[src/rtl/impulse_sequencer_pkg.sv]
// Shared types and widths for the impulse sequencer: FSM states, DMA_SPI
// parameter field widths and the effective-period helper.
package seq_pkg;
  localparam int TIME_W        = 64;
  localparam int FREQ_W        = 48;
  localparam int INT_W         = 32;
  localparam int NIMP_W        = 16;
  localparam int TYPE_W        = 8;
  localparam int TYPE_CONT_BIT = 0;

  typedef enum logic [1:0] {
    IDLE  = 2'd0,
    ARMED = 2'd1,
    RUN   = 2'd2
  } seq_state_e;

  // A zero period behaves as a one-tick period so the phase counter always wraps.
  function automatic logic [INT_W-1:0] eff_period(input logic [INT_W-1:0] tp);
    return (tp == '0) ? INT_W'(1) : tp;
  endfunction
endpackage

[src/rtl/impulse_sequencer_imp_gate_gen.sv]
// Impulse and receiver-blank gates, registered from the next-cycle phase so
// they line up with the phase counter with no extra lag.
module imp_gate_gen
  import seq_pkg::*;
(
  input  logic             clk,
  input  logic             rst_n,
  input  logic             run_i,
  input  logic [INT_W-1:0] p_i,
  input  logic [INT_W-1:0] ti_i,
  input  logic [INT_W-1:0] tblank1_i,
  input  logic [INT_W-1:0] tblank2_i,
  output logic             imp_o,
  output logic             blank_o
);
  logic [INT_W:0] blank2_end;
  logic           imp_d, blank_d, imp_q, blank_q;

  // Trailing-blank end is widened so Ti + Tblank2 never wraps.
  assign blank2_end = {1'b0, ti_i} + {1'b0, tblank2_i};
  assign imp_d      = run_i && (p_i < ti_i);
  assign blank_d    = run_i && ((p_i < tblank1_i) ||
                                ((p_i >= ti_i) && ({1'b0, p_i} < blank2_end)));

  always_ff @(posedge clk or negedge rst_n) begin
    if (!rst_n) begin
      imp_q   <= 1'b0;
      blank_q <= 1'b0;
    end else begin
      imp_q   <= imp_d;
      blank_q <= blank_d;
    end
  end

  assign imp_o   = imp_q;
  assign blank_o = blank_q;
endmodule

[src/rtl/impulse_sequencer.sv]
// Radar impulse train sequencer: system time base, parameter shadowing on
// SPI_WR, armed start at TIME_START, period/phase counting and NCO stepping.
module impulse_sequencer
  import seq_pkg::*;
(
  input  logic              clk,
  input  logic              rst_n,
  input  logic              clk_en,
  input  logic [TIME_W-1:0] TIME,
  input  logic              SYS_TIME_UPDATE,
  input  logic              SPI_WR,
  input  logic [FREQ_W-1:0] FREQ,
  input  logic [FREQ_W-1:0] FREQ_STEP,
  input  logic [INT_W-1:0]  FREQ_RATE,
  input  logic [TIME_W-1:0] TIME_START,
  input  logic [NIMP_W-1:0] N_impulse,
  input  logic [TYPE_W-1:0] TYPE_impulse,
  input  logic [INT_W-1:0]  Interval_Ti,
  input  logic [INT_W-1:0]  Interval_Tp,
  input  logic [INT_W-1:0]  Tblank1,
  input  logic [INT_W-1:0]  Tblank2,
  output logic [TIME_W-1:0] SYS_TIME,
  output logic              IMP,
  output logic              BLANK,
  output logic              FRAME_START,
  output logic [FREQ_W-1:0] FREQ_OUT,
  output logic              BUSY,
  output logic              DONE,
  output logic              LATE
);
  seq_state_e        state_q;
  logic [TIME_W-1:0] sys_time_q, tstart_q;
  logic [FREQ_W-1:0] freq_q, step_q, freq_out_q;
  logic [INT_W-1:0]  rate_q, ti_q, tp_q, tb1_q, tb2_q, p_q, p_d, rate_cnt_q, tp_eff;
  logic [NIMP_W-1:0] n_q, periods_q;
  logic              cont_q, fs_q, done_q, busy_q, late_q;
  logic              start_hit, tick_run, period_end, last_period, zero_run, step_now;
  logic              gate_run_d;
  logic              unused_type_bits;

  assign unused_type_bits = ^TYPE_impulse[TYPE_W-1:1];

  assign tp_eff      = eff_period(tp_q);
  assign start_hit   = (state_q == ARMED) && clk_en && (sys_time_q >= tstart_q);
  assign tick_run    = (state_q == RUN) && clk_en;
  assign period_end  = tick_run && (p_q == tp_eff - INT_W'(1));
  assign last_period = !cont_q && (({1'b0, periods_q} + 17'd1) == {1'b0, n_q});
  assign zero_run    = !cont_q && (n_q == '0);
  assign step_now    = ({1'b0, rate_cnt_q} + 33'd1) == {1'b0, rate_q};

  // Next phase and gate-activity feed the gate generator so gates and p move together.
  always_comb begin
    p_d        = p_q;
    gate_run_d = (state_q == RUN);
    if (SPI_WR) begin
      p_d        = '0;
      gate_run_d = 1'b0;
    end else if (start_hit) begin
      p_d        = '0;
      gate_run_d = !zero_run;
    end else if (period_end) begin
      p_d        = '0;
      gate_run_d = !last_period;
    end else if (tick_run) begin
      p_d        = p_q + INT_W'(1);
    end
  end

  always_ff @(posedge clk or negedge rst_n) begin
    if (!rst_n) begin
      sys_time_q <= '0;
    end else if (SYS_TIME_UPDATE) begin
      sys_time_q <= TIME;
    end else if (clk_en) begin
      sys_time_q <= sys_time_q + TIME_W'(1);
    end
  end

  always_ff @(posedge clk or negedge rst_n) begin
    if (!rst_n) begin
      state_q    <= IDLE;
      tstart_q   <= '0;
      freq_q     <= '0;
      step_q     <= '0;
      rate_q     <= '0;
      n_q        <= '0;
      cont_q     <= 1'b0;
      ti_q       <= '0;
      tp_q       <= '0;
      tb1_q      <= '0;
      tb2_q      <= '0;
      p_q        <= '0;
      periods_q  <= '0;
      rate_cnt_q <= '0;
      freq_out_q <= '0;
      fs_q       <= 1'b0;
      done_q     <= 1'b0;
      busy_q     <= 1'b0;
      late_q     <= 1'b0;
    end else begin
      fs_q   <= 1'b0;
      done_q <= 1'b0;
      p_q    <= p_d;
      if (SPI_WR) begin
        tstart_q <= TIME_START;
        freq_q   <= FREQ;
        step_q   <= FREQ_STEP;
        rate_q   <= FREQ_RATE;
        n_q      <= N_impulse;
        cont_q   <= TYPE_impulse[TYPE_CONT_BIT];
        ti_q     <= Interval_Ti;
        tp_q     <= Interval_Tp;
        tb1_q    <= Tblank1;
        tb2_q    <= Tblank2;
        late_q   <= 1'b0;
        busy_q   <= 1'b1;
        state_q  <= ARMED;
      end else begin
        case (state_q)
          ARMED: begin
            if (start_hit) begin
              if (sys_time_q > tstart_q) late_q <= 1'b1;
              if (zero_run) begin
                state_q <= IDLE;
                busy_q  <= 1'b0;
                done_q  <= 1'b1;
              end else begin
                state_q    <= RUN;
                fs_q       <= 1'b1;
                periods_q  <= '0;
                rate_cnt_q <= '0;
                freq_out_q <= freq_q;
              end
            end
          end
          RUN: begin
            if (period_end) begin
              if (last_period) begin
                state_q <= IDLE;
                busy_q  <= 1'b0;
                done_q  <= 1'b1;
              end else begin
                fs_q      <= 1'b1;
                periods_q <= periods_q + NIMP_W'(1);
                // FREQ_RATE of zero disables stepping entirely.
                if (rate_q != '0) begin
                  if (step_now) begin
                    freq_out_q <= freq_out_q + step_q;
                    rate_cnt_q <= '0;
                  end else begin
                    rate_cnt_q <= rate_cnt_q + INT_W'(1);
                  end
                end
              end
            end
          end
          default: ;
        endcase
      end
    end
  end

  imp_gate_gen u_gate (
    .clk       (clk),
    .rst_n     (rst_n),
    .run_i     (gate_run_d),
    .p_i       (p_d),
    .ti_i      (ti_q),
    .tblank1_i (tb1_q),
    .tblank2_i (tb2_q),
    .imp_o     (IMP),
    .blank_o   (BLANK)
  );

  assign SYS_TIME    = sys_time_q;
  assign FRAME_START = fs_q;
  assign FREQ_OUT    = freq_out_q;
  assign BUSY        = busy_q;
  assign DONE        = done_q;
  assign LATE        = late_q;
endmodule

[config.mk]
export PLATFORM = sky130hd
export DESIGN_NAME = impulse_sequencer
export DESIGN_NICKNAME = d
export VERILOG_FILES = /design/src/rtl/impulse_sequencer_pkg.sv /design/src/rtl/impulse_sequencer_imp_gate_gen.sv /design/src/rtl/impulse_sequencer.sv
export SDC_FILE = /design/constraint.sdc
export NUM_CORES = 1
export LEC_CHECK = 0
export ABC_CLOCK_PERIOD_IN_PS = 18000
export CAP_MARGIN = 15
export CELL_PAD_IN_SITES_DETAIL_PLACEMENT = 0
export CELL_PAD_IN_SITES_GLOBAL_PLACEMENT = 1
export CORE_MARGIN = 5
export CORE_UTILIZATION = 40
export CTS_BUF_LIST = sky130_fd_sc_hd__clkbuf_4 sky130_fd_sc_hd__clkbuf_8
export DETAILED_ROUTE_END_ITERATION = 7
export DONT_BUFFER_PORTS = 1
export GPL_TIMING_DRIVEN = 0
export PLACE_DENSITY = 0.72
export SLEW_MARGIN = 5
export SYNTH_ARGS = -nofsm -noshare
export SYNTH_HDL_FRONTEND = slang
export SYNTH_SLANG_ARGS = --single-unit
export TNS_END_PERCENT = 1
[constraint.sdc]
create_clock -name clk -period 18 [get_ports clk]
set_input_delay 1.8 -clock clk [delete_from_list [all_inputs] [get_ports clk]]
set_output_delay 1.8 -clock clk [all_outputs]
set_load 0.01 [all_outputs]
=== After elaboration in Yosys (flattened, before gate mapping) ===
Index checks and enable logic that the tools add are counted.

* Add/sub/neg operators: 9
* Order comparisons: 6
* Equal/unequal tests: 15
* Multiplexer cells: 57
* Bitwise operators: 1
* Reduce and logical (&&, ||, !) cells: 28

{| class="wikitable"
|+ Operators with widths
! cell !! count
|-
| $mux 32 || 11
|-
| $mux 48 || 6
|-
| $mux 64 || 2
|-
| $pmux 48 s2 || 1
|-
| $add 32x1->32 const B || 2
|-
| $add 64x1->64 const B || 1
|-
| $ge 64x64->1 || 1
|-
| $gt 64x64->1 || 1
|-
| $lt 32x32->1 || 2
|-
| $mux 16 || 4
|-
| $pmux 32 s2 || 1
|-
| $add 48x48->48 || 1
|-
| $add 32x1->33 const B || 1
|-
| $add 32x32->33 || 1
|-
| $eq 33x32->1 || 1
|-
| $lt 32x33->1 || 1
|-
| $eq 32x32->1 || 1
|-
| $ge 32x32->1 || 1
|-
| $logic_not 32->1 || 1
|-
| $pmux 16 s2 || 1
|-
| $reduce_bool 32->1 || 1
|-
| $sub 32x1->32 const B || 1
|-
| $mux 1 || 22
|-
| $add 16x1->17 const B || 1
|-
| 23 further kinds || 50
|}

* Register bits: 537
* Input port bits: 413
* Output and inout port bits: 118
* Logic and storage cells: 138

=== Longest topological paths before layout ===
* Depth in word-level cells: 12
* Depth in mapped cells: 33
* Depth with buffers taken out: 27

=== Modules after synthesis ===
Synthesis repeated with hierarchy kept, for this count alone.

* Cell total of the unflattened synthesis: 3448
* Area total of the unflattened synthesis: 33259.4 um^2

{| class="wikitable"
|+ Modules (own cells, without submodules)
! module !! times used !! cells each !! area each (um^2) !! sequential area each (um^2)
|-
| impulse_sequencer || 1 || 2923 || 29361.9 || 13387.8
|-
| imp_gate_gen || 1 || 525 || 3897.5 || 50.0
|}

=== Worst setup path after synthesis ===
No wires, ideal clock.

* Path type: flip-flop to flip-flop
* Start point: register tp_q[5]
* End point: register u_gate.blank_q (netlist: u_gate.blank_o)
* Setup time: 0.128 ns
* Data arrival time: 6.733 ns
* Data required time: 17.872 ns
* Path slack: 11.138 ns
* Cell stages (with the launch flop): 33
* Path buffers: 5
* Clock period less this slack: 6.862 ns
* Cell sequence: dfrtp_1 > or4_4 > or4_1 > buf_2 > nor3_1 > a21oi_1 > ha_1 > or4b_1 > buf_2 > nor3_1 > or2_2 > a32o_1 > a2111oi_2 > nand4b_1 > nor4_4 > or3_1 > clkbuf_1 > clkbuf_1 > clkbuf_1 > nor2_1 > ha_1 > a21o_1 > a21o_1 > a21o_1 > a21o_1 > a21o_1 > a21o_1 > a21oi_1 > nor2_1 > a2111oi_0 > o21bai_1 > a211oi_1 > o32ai_1

* Word-level cells in the longest chain between the ends: 12
* Elaborated cells between the ends (all ways): 17
* Those cells by class: 1 x add/sub; 3 x order compare; 1 x eq/ne; 7 x mux; 5 x reduce/logical

{| class="wikitable"
|+ Ends and longest elaborated chain
! element !! line !! source
|-
| start, declared || impulse_sequencer.sv:34 || <nowiki>logic [INT_W-1:0] rate_q, ti_q, tp_q, tb1_q, tb2_q, p_q, p_d, rate_cnt_q, tp_eff;</nowiki>
|-
| start signal, assigned || impulse_sequencer.sv:112 || <nowiki>tp_q <= Interval_Tp;</nowiki>
|-
| $logic_not 32->1 || impulse_sequencer_pkg.sv:19 || <nowiki>return (tp == '0) ? INT_W'(1) : tp;</nowiki>
|-
| $mux 32 * || impulse_sequencer_pkg.sv:19 ||
|-
| $sub 32x1->32 * || impulse_sequencer.sv:46 || <nowiki>assign period_end = tick_run && (p_q == tp_eff - INT_W'(1));</nowiki>
|-
| $eq 32x32->1 * || impulse_sequencer.sv:46 ||
|-
| $logic_and 1x1->1 * || impulse_sequencer.sv:46 ||
|-
| $mux 32 * || impulse_sequencer.sv:61 || <nowiki>end else if (period_end) begin</nowiki>
|-
| $mux 32 * || impulse_sequencer.sv:58 || <nowiki>end else if (start_hit) begin</nowiki>
|-
| $mux 32 * || impulse_sequencer.sv:55 || <nowiki>if (SPI_WR) begin</nowiki>
|-
| net p_d[17] || impulse_sequencer.sv:34 ||
|-
| $lt 32x33->1 or $ge 32x32->1 (tied branches) || impulse_sequencer_imp_gate_gen.sv:23 || <nowiki>((p_i >= ti_i) && ({1'b0, p_i} < blank2_end)));</nowiki>
|-
| $logic_and 1x1->1 || impulse_sequencer_imp_gate_gen.sv:23 ||
|-
| $logic_or 1x1->1 * || impulse_sequencer_imp_gate_gen.sv:22 || <nowiki>assign blank_d = run_i && ((p_i < tblank1_i) ||</nowiki>
|-
| $logic_and 1x1->1 * || impulse_sequencer_imp_gate_gen.sv:22 ||
|-
| net u_gate.blank_d || impulse_sequencer_imp_gate_gen.sv:17 || <nowiki>logic imp_d, blank_d, imp_q, blank_q;</nowiki>
|-
| end signal, assigned || impulse_sequencer_imp_gate_gen.sv:31 || <nowiki>blank_q <= blank_d;</nowiki>
|-
| end, declared || impulse_sequencer_imp_gate_gen.sv:17 ||
|}

The timed path passes the listed nets; every way through them passes the cells marked *.
A chain may end at the register's enable or synchronous reset.

=== Final worst setup path ===
* Start point: register tp_q[16]
* End point: register u_gate.blank_q (netlist: u_gate.blank_o)

The elaborated chain is that of the path after synthesis.

==> results.yml <==
run_status:
  status: "finished, violations left"
  violations: "slew limit"
placement:
  dp_slack_ns: 9.38
  dp_hpwl_um: 82800
  dp_cells: 4531
  portBuffers: 0
  gp_congestion: 0.887
pwr:
  sw_frac_of_total: 0.342
  leakagePower_nw: 16.2
  internal_power_mw: 2.55
  ir_worst_vdd_v: 0.0000633
  p_clk_frac: 0.344
  p_comb_frac: 0.258
  p_sw_mw: 1.33
  powerDensity_mw_per_mm2: 106
  pwr-share-seq: 0.398
timing:
  fmax_ghz: 0.114
  worst_slack_ns: 9.20
  setup-tns-final_ns: 0
  final-hold-violation-count: 0
  maxSlewViolCount: 266
  fin_crit_sh: 0.489
  rsz0062_at_grt: "false"
  maxSlewHeadroom: -0.643
  setup_viol: 0
  worst_slew_pin_slew_ns: 2.46
  timing.final.crit_period_ns: 8.80
  finClkSkew_ns: 0.0424
global_routing:
  grt_max_degree: 538
  antenna_found_initial: 57
  grt_pass1_vias: 26287
  track_usage: 0.238
  grt_remaining_overflow: 0
  grt_pass1_wl_um: 161000
critical_path:
  crit_buf_inv: 6
  cp_max_fo: 10
  endpoint_kind: "register"
  critPathMaxStageDelay_ns: 0.53
  crit_path_frequent_cell: "a21o_1"
  crit_family: "simple AND/OR/NAND/NOR gates"
  cp.required_ns: 18.55
  path_class: "reg2reg"
  cpMaxStageDelayCell: "clkbuf_1"
  worstPathArrival_ns: 9.35
  cp-start-kind: "register"
clock_tree:
  cts_resized: 0
  cts-root-to-sink-buffers: 3
  cts_root_buf: "clkbuf_8"
  cts_setup_buffers: 0
  clkLatencyLatePin_ns: 0.74
  clkSinkCount: 537
  cts.clk_slew.worst_paths_ns: 0.06
  numCtsBuffers: 99
  cts_hold_buf: 0
  cts_max_level: 3
  cts_tree: "yes"
hold_path:
  hold_path_class: "reg2reg"
routing:
  final_antenna_net_count: 0
  totalWireLength_um: 108000
  first_iter_violations: 1392
  drt_pre_antenna_iters: 5
  num_vias: 26199
  post-route-drc-count: 0
  wire_per_inst_um: 22.8
  viasPerCell: 5.53
yosys:
  syn_area_per_cell_um2: 9.47
  synthArstFlopShare: 1.00
  ys.flop_type: "dfrtp_1"
  synthDistinctLibCells: 76
  postSynthCellCount: 3459
  ys_seq_elements: 537
  postSynthNetCount: 4112
  yosysWarnings: 0
  netlist_area_mm2: 0.0327
  synth_seq_area_share: 0.410
  synth_edf_count: 0
die:
  core_mm2: 0.0816
  start_util: 0.401
  dieHeight_um: 296
  dieArea_mm2: 0.0877
  row_count: 105
  die_x_um: 296
  ios: 531
run:
  drv_cap: 0
cells_and_area:
  stdcell_count: 4741
  syn_to_final_growth_pct: 11.3
  drive_above_1_share: 0.120
  nets: 4216
  fill_cells: 7974
-- synthesized netlist by cell type (7+ instances only) --
master,instances,share of area
a2111oi_0,7,0.0019
nor2_1,188,0.022
and3_1,43,0.0082
and4_1,18,0.0048
or4_1,14,0.0032
o21a_1,19,0.0044
xnor2_1,147,0.039
or3_1,21,0.0040
a31oi_1,21,0.0040
nand3_1,84,0.013
o21bai_1,9,0.0021
xor2_1,120,0.032
nor4_1,30,0.0057
nand2b_1,29,0.0055
dfrtp_1,537,0.41
a21o_1,83,0.019
o21ai_0,342,0.052
a21oi_1,151,0.023
and2_1,14,0.0027
o31ai_1,32,0.0073
nor2b_1,47,0.0090
nand2_1,397,0.046
inv_1,173,0.020
a22o_1,9,0.0024
o211ai_1,7,0.0016
or2_2,14,0.0027
a211oi_1,19,0.0044
clkbuf_1,124,0.014
mux2_2,218,0.075
nor3b_1,14,0.0032
mux2i_1,34,0.010
nor3_1,53,0.0081
ha_1,238,0.091
o21ai_1,20,0.0031
nand4_1,71,0.014
-- path summary, 6_finish.rpt --
kind                            slack [ns]              startpoint                       end  cells after the start
max in group asynchronous            15.27                   rst_n     tb2_q[11]$_DFFE_PN0P_                      0
worst max register to register        9.20    tp_q[16]$_DFFE_PN0P_  u_gate.blank_o$_DFF_PN0_                     33
worst min-delay path                  0.50  freq_q[17]$_DFFE_PN0P_    freq_q[17]$_DFFE_PN0P_                      1
worst min register to register        0.50  freq_q[17]$_DFFE_PN0P_    freq_q[17]$_DFFE_PN0P_                      1
min in group asynchronous             0.79                   rst_n     tb2_q[10]$_DFFE_PN0P_                      0
worst max-delay path                  9.20    tp_q[16]$_DFFE_PN0P_  u_gate.blank_o$_DFF_PN0_                     33
-- final cells by class --
class / count / area, um2 / area share
multi-input combinational: 2612 / 18100 / 0.498
sequential: 537 / 13400 / 0.369
clock buffer: 152 / 1910 / 0.0524
tap: 1070 / 1340 / 0.0367
inverter: 174 / 653 / 0.0179
buffer: 136 / 522 / 0.0143
clock inverter: 27 / 329 / 0.00903
antenna: 30 / 75.1 / 0.00206
timing repair buffer: 3 / 35.0 / 0.000962
-- cell families after synthesis --
kind of cell	count (synthesis)	share of synthesized area
AO/OA/AOI/OAI	787	0.145
XOR/XNOR	267	0.0714
multiplexers	252	0.0854
adder cells (fa/ha/maj)	240	0.0922
AND/OR/NAND/NOR	1066	0.159
flip-flops	537	0.410
buffers and inverters	310	0.0359
-- metrics by stage --
| stage | instance area, um2 | hold WS, ns | power (mW) | util |
|---|---|---|---|---|
| 3_5_place_dp | 34100 | 0.487 | 2.55 | 0.418 |
| 3_3_place_gp | 34100 | 0.481 | 2.54 | 0.418 |
| 2_1_floorplan | 32700 | 0.472 | 2.27 | - |
| 6_report | 36400 | 0.503 | 3.88 | 0.447 |
| 4_1_cts | 36400 | 0.505 | 3.91 | 0.446 |
| 5_1_grt | 36400 | 0.518 | 4.11 | 0.446 |
-- power by group through the flow --
stage	logic, mW	clock network (mW)	registers [mW]
floorplan	0.780	0	1.49
global placement	0.979	0	1.56
detailed placement	0.987	0	1.57
CTS	0.995	1.37	1.55
global route	1.13	1.42	1.56
finish	1.00	1.33	1.54
-- state kept, by name (all words and copies together), names as in the netlist, 32 cells and up --
signal / flops
SYS_TIME: 64
step_q: 48
FREQ_OUT: 48
tp_q: 32
freq_q: 48
tb2_q: 32
p_q: 32
tstart_q: 64
rate_cnt_q: 32
tb1_q: 32
ti_q: 32
rate_q: 32
-- per-layer routing --
metal / global-route usage / part of all wire
met1: 0.314 / 0.44
met3: 0.0687 / 0.072
met4: 0.0772 / 0.029
met5: 0 / 0.0015
met2: 0.380 / 0.46
-- cells in the final DEF, fill, tap and decap left out, types with 83 or more instances in the layout --
master	netlist	final
ha_1	238	238
clkbuf_1	124	124
mux2_2	218	218
dfrtp_1	537	537
clkbuf_8	0	123
a21oi_1	151	151
inv_1	173	173
nor2_1	188	188
o21ai_0	342	342
nand2_1	397	397
xor2_1	120	120
a21o_1	83	83
nand3_1	84	84
xnor2_1	147	147
No activity file was read; power rests on OpenSTA's default activity.
